<file path="src/rtl/regfile_pkg.sv">
// ----------------------------------------------------------------------------
// regfile_pkg
//   Shared constants and types for the 32-entry integer register file.
//   X0..X30 are real storage; index 31 (XZR) reads as zero and swallows writes.
// ----------------------------------------------------------------------------
package regfile_pkg;

    localparam int NUM_REGS = 32;
    localparam int IDX_W    = 5;

    typedef logic [IDX_W-1:0] reg_idx_t;

    localparam reg_idx_t ZERO_REG = 5'd31;

    // True when the index names the hardwired zero register.
    function automatic logic is_zero_reg(input reg_idx_t idx);
        return idx == ZERO_REG;
    endfunction

endpackage

</file>
<file path="src/rtl/regfile_reg_en.sv">
// ----------------------------------------------------------------------------
// reg_en
//   WIDTH-bit storage register with write enable and asynchronous
//   active-low clear. One instance per architectural register.
//
// Ports
//   clk    in   capture clock (rising edge)
//   reset  in   asynchronous active-low clear
//   en     in   load enable
//   d      in   WIDTH  next value
//   q      out  WIDTH  stored value
// ----------------------------------------------------------------------------
module reg_en #(
    parameter int WIDTH = 64
) (
    input  logic             clk,
    input  logic             reset,
    input  logic             en,
    input  logic [WIDTH-1:0] d,
    output logic [WIDTH-1:0] q
);

    always_ff @(posedge clk or negedge reset) begin
        if (!reset)
            q <= '0;
        else if (en)
            q <= d;
    end

endmodule

</file>
<file path="src/rtl/regfile.sv">
// ----------------------------------------------------------------------------
// regfile
//   Two-read, one-write register file: 31 writable registers X0..X30 plus
//   the hardwired zero register XZR at index 31. Reads are combinational.
//
// Ports
//   clk            in   write clock (rising edge)
//   reset          in   asynchronous active-low clear of all storage
//   RegWrite       in   write enable
//   WriteRegister  in   5      destination index
//   WriteData      in   WIDTH  write data
//   ReadRegister1  in   5      read port 1 index
//   ReadRegister2  in   5      read port 2 index
//   ReadData1      out  WIDTH  read port 1 data
//   ReadData2      out  WIDTH  read port 2 data
//
// Build option
//   REGFILE_BYPASS_EN  when defined, a write in progress is forwarded to a
//                      read port selecting the same (non-zero) register in
//                      the same cycle. Default build returns the stored value.
// ----------------------------------------------------------------------------
module regfile
    import regfile_pkg::*;
#(
    parameter int WIDTH = 64
) (
    input  logic             clk,
    input  logic             reset,
    input  logic             RegWrite,
    input  logic [4:0]       WriteRegister,
    input  logic [WIDTH-1:0] WriteData,
    input  logic [4:0]       ReadRegister1,
    input  logic [4:0]       ReadRegister2,
    output logic [WIDTH-1:0] ReadData1,
    output logic [WIDTH-1:0] ReadData2
);

    localparam int NUM_RD = 2;

    // Entry 31 is a constant zero so the read mux needs no special case.
    logic [WIDTH-1:0]      regs [NUM_REGS];
    logic [NUM_REGS-2:0]   wen;
    reg_idx_t              ra       [NUM_RD];
    logic [WIDTH-1:0]      rd_mux   [NUM_RD];
    logic [WIDTH-1:0]      rd_out   [NUM_RD];

    // ------------------------------------------------------------------
    // Write-enable decode: 5-to-32 one-hot gated by RegWrite. The XZR
    // output has no register behind it, so only 31 enables are kept.
    // Reset needs no gating here: reg_en's async clear dominates.
    // ------------------------------------------------------------------
    always_comb begin
        wen = '0;
        for (int i = 0; i < NUM_REGS-1; i++)
            wen[i] = RegWrite && (WriteRegister == reg_idx_t'(i));
    end

    // ------------------------------------------------------------------
    // Storage
    // ------------------------------------------------------------------
    for (genvar i = 0; i < NUM_REGS-1; i++) begin : g_reg
        reg_en #(.WIDTH(WIDTH)) u_reg (
            .clk   (clk),
            .reset (reset),
            .en    (wen[i]),
            .d     (WriteData),
            .q     (regs[i])
        );
    end

    assign regs[NUM_REGS-1] = '0;

    // ------------------------------------------------------------------
    // Read ports: two 16:1 halves selected by idx[3:0], then a 2:1 on
    // idx[4]. Purely combinational.
    // ------------------------------------------------------------------
    assign ra[0] = ReadRegister1;
    assign ra[1] = ReadRegister2;

    for (genvar p = 0; p < NUM_RD; p++) begin : g_rd
        logic [WIDTH-1:0] rd_lo;
        logic [WIDTH-1:0] rd_hi;

        always_comb begin
            rd_lo     = regs[{1'b0, ra[p][3:0]}];
            rd_hi     = regs[{1'b1, ra[p][3:0]}];
            rd_mux[p] = ra[p][4] ? rd_hi : rd_lo;
        end

`ifdef REGFILE_BYPASS_EN
        // Forward a same-cycle write so a write-back result reaches decode
        // without waiting for the edge. XZR is never forwarded.
        logic byp;
        assign byp       = RegWrite && reset && !is_zero_reg(WriteRegister)
                           && (WriteRegister == ra[p]);
        assign rd_out[p] = byp ? WriteData : rd_mux[p];
`else
        assign rd_out[p] = rd_mux[p];
`endif
    end

    assign ReadData1 = rd_out[0];
    assign ReadData2 = rd_out[1];

endmodule

</file>
<file path="config.mk">
export PLATFORM = sky130hd
export DESIGN_NAME = regfile
export DESIGN_NICKNAME = d
export VERILOG_FILES = /design/src/rtl/regfile_pkg.sv /design/src/rtl/regfile_reg_en.sv /design/src/rtl/regfile.sv
export SDC_FILE = /design/constraint.sdc
export NUM_CORES = 2
export LEC_CHECK = 0
export CORE_MARGIN = 10
export CORE_UTILIZATION = 30
export DETAILED_ROUTE_END_ITERATION = 8
export PLACE_DENSITY = 0.47
export SYNTH_ARGS = -nofsm -noshare
export SYNTH_HDL_FRONTEND = slang
export SYNTH_SLANG_ARGS = --single-unit
</file>
<file path="constraint.sdc">
create_clock -name clk -period 3.3 [get_ports clk]
set_input_delay 0.66 -clock clk [delete_from_list [all_inputs] [get_ports clk]]
set_output_delay 0.66 -clock clk [all_outputs]
set_load 0.005 [all_outputs]
</file>
==> results.py <==
metrics = {
    "placement": {
        "dp_hpwl_um": 271000,
        "portBuffers": 209,
        "routabilityCongestion": 0.826,
        "place_area_um2": 120000,
    },
    "synthesis": {
        "synth_ff_type": "dfrtp_1",
        "synth_largest_area_cell": "dfrtp_1",
        "synth.avg_cell_area_um2": 14.2,
        "synth_seq_area_share_pct": 47.6,
        "synth_top_area_share_pct": 47.6,
        "synth_edf_count": 0,
        "synth.area.top_cells": "dfrtp_1 (48%), mux2_2 (20%), mux4_2 (15%)",
        "async_flop_share_pct": 100,
        "ys_ff_latch": 1984,
        "synth_warnings": 0,
        "syn_nets": 7434,
        "synth_cells": 7352,
        "yosysUniqueCellTypes": 39,
        "syn-cell-area_um2": 104000,
        "synthMostInstantiatedCell": "dfrtp_1",
        "yosys-top-cells-count": "dfrtp_1 (1984), mux2_2 (1838), mux4_2 (704), mux2i_1 (512), clkbuf_1 (453)",
    },
    "floorplanning": {
        "num_rows": 216,
        "die_area_um2": 372000,
        "chipWidth_um": 610,
        "io_pins": 210,
        "core_area_um2": 346000,
        "initial_core_util_pct": 30.1,
        "die_y_um": 610,
    },
    "pwr": {
        "p_sw_mw": 21.8,
        "internal_power_mw": 54.4,
        "p_per_area_nw_per_um2": 570,
        "switching_share_pct": 28.6,
        "seq_power_share_pct": 42.9,
        "clockPowerShare_pct": 34.5,
        "ir_worst_vdd_mv": 0.407,
        "comb_power_share_pct": 22.6,
        "power_leakage_nw": 57.4,
        "p_total_mw": 76.3,
    },
    "clock_tree": {
        "cts_sinks": 1984,
        "cts_buffers": 231,
        "cts_tree": "yes",
        "clock_latency_ps": 920,
        "htree_levels": 4,
        "cts-root-buf": "clkbuf_16",
        "clk_pin_slew_ps": 60,
        "clockBufferDepth": 4,
    },
    "timing": {
        "worst_slew_pin_slew_ps": 1180,
        "worst_slack_ps": -90.3,
        "finalClockSkew_ps": 0,
        "period_share_pct": 103,
        "final-hold-violation-count": 0,
        "max_slew_margin_pct": 21.2,
        "report.final.slew_viol_count": 0,
        "fmax_mhz": 295,
        "setup_viol": 18,
        "period_minus_slack_ps": 3390,
        "rsz0062_at_grt": "true",
    },
    "cells_and_area": {
        "biggestRegsByFlops": "g.u_reg.q x1984",
        "regMostFlops": "g.u_reg.q",
        "stdcell_area_um2": 134000,
        "fin_nets": 8196,
        "area_growth_pct": 28.2,
        "largest_reg_flops": 1984,
        "drive_gt1_share_pct": 54.0,
        "post-route-util_pct": 38.6,
    },
    "global_route": {
        "grt_max_degree": 146,
        "grt_pass1_wl_um": 603000,
        "antenna_found_initial": 31,
        "overflow": 0,
        "grt_pass1_vias": 77200,
        "grt_use_total_pct": 22.3,
    },
    "hold_path": {
        "hold_class": "input pin to async pin",
    },
    "critical_path": {
        "cp.required_ps": 2640,
        "critical_path_class": "register to output port",
        "cp_max_fo": 3,
        "end_kind": "output port",
        "startpoint_type": "register",
        "cp.arrival_ps": 2730,
    },
    "detailed_routing": {
        "drcViolationCount": 0,
        "drt_first_iter_violations": 6034,
        "wl_per_cell_um": 33.2,
        "vias": 73200,
        "drt_pass1_iterations": 7,
        "drt_wl_total_um": 428000,
        "drt.antenna.violating_nets": 0,
        "vias_per_cell": 5.69,
    },
    "outcome": {
        "violations": "setup timing",
        "status": "finished with violations",
    },
    "run": {
        "drv_cap": 0,
    },
}
path summary, 6_finish.rpt:
path / start / to / slack (ps) / depth (start not counted)
setup / recovery: g_reg[24].u_reg.q[52] / ReadData2[52] / -90 / 4
hold / removal: reset / g_reg[17].u_reg.q[57] / 330 / 2
setup reg to reg: g_reg[25].u_reg.q[42] / g_reg[25].u_reg.q[42] / 2400 / 2
hold reg to reg: g_reg[3].u_reg.q[9] / g_reg[3].u_reg.q[9] / 510 / 1
max in group asynchronous: reset / g_reg[5].u_reg.q[24] / 1640 / 3
min in group clk: g_reg[3].u_reg.q[9] / g_reg[3].u_reg.q[9] / 510 / 1
worst max-delay path, cell delays in order (launching register included):
cell	delay, ps
dfrtp_1	400
mux4_2	450
o211ai_1	270
nand4_1	410
buf_2	280
metal layers:
layer | wire length, um | global-route usage [%]
met3 | 28900 | 4.74
met2 | 197000 | 35.0
met4 | 18700 | 9.04
met5 | 89 | 0
met1 | 183000 | 30.0
cells by family (layout without fill, tap and decap cells):
kind of cell,after synthesis,after routing,synth area share [%]
multiplexers,3075,3075,40.2
flip-flops,1984,1984,47.6
AO/OA/AOI/OAI,955,955,6.57
buffers and inverters,933,1867,3.78
AND/OR/NAND/NOR,405,405,1.89
other,0,15,0
through the flow:
| step | instances | setup TNS, ps | hold WS [ps] | setup WS (ps) |
|---|---|---|---|---|
| final | 12900 | -598 | 332 | -90.3 |
| after global routing | 12900 | -2020 | 335 | -182 |
| after detailed placement | 12200 | -68650 | 497 | -1040 |
| after floorplan | 7352 | 0 | 364 | 436 |
| after CTS | 12800 | -2730 | 332 | -288 |
| after global placement | 12200 | -68830 | 481 | -1070 |
repair_timing:
action / CTS / global route
setup buffers: 206 / 102
gates cloned: 20 / 4
hold buffers: 1 / 0
resized for setup: 774 / 181
setup endpoints to repair: 128 / 85
hold endpoints to repair: 20 / 0
pin swaps: 216 / 138
power groups by stage:
stage	clock (mW)	sequential [mW]	combinational (mW)
after floorplan	0	31.8	10.5
after global placement	0	32.7	15.9
after detailed placement	0	33.0	16.1
after CTS	26.9	32.6	17.1
after global routing	27.9	33.3	18.4
final	26.3	32.7	17.2
layout by cell type, fill, tap and decap left out, types with 67 or more instances in the layout:
cell type        netlist  routed
dfrtp_1             1984    1984
mux2_2              1838    1838
mux4_2               704     704
buf_4                 17     562
mux2i_1              512     501
buf_12                 0     450
clkbuf_16              0     237
nand2_1              210     197
a22oi_1              314     188
o211ai_1             126     126
a22oi_2                0     126
o21ai_0              125     125
inv_1                126     124
o221ai_1             126      95
clkdlybuf4s50_1        0      70
buf_6                  0      70
clkbuf_8               0      67
area by class of cell:
class | count | area, um2
inverter | 126 | 478
fill | 32300 | 212000
clock buffer | 344 | 6920
timing repair buffer | 1336 | 17300
sequential | 1984 | 49600
tap | 4578 | 5730
antenna | 15 | 37.5
multi-input combinational | 4435 | 53000
clock inverter | 61 | 696
(Power assumes the default switching activity.)
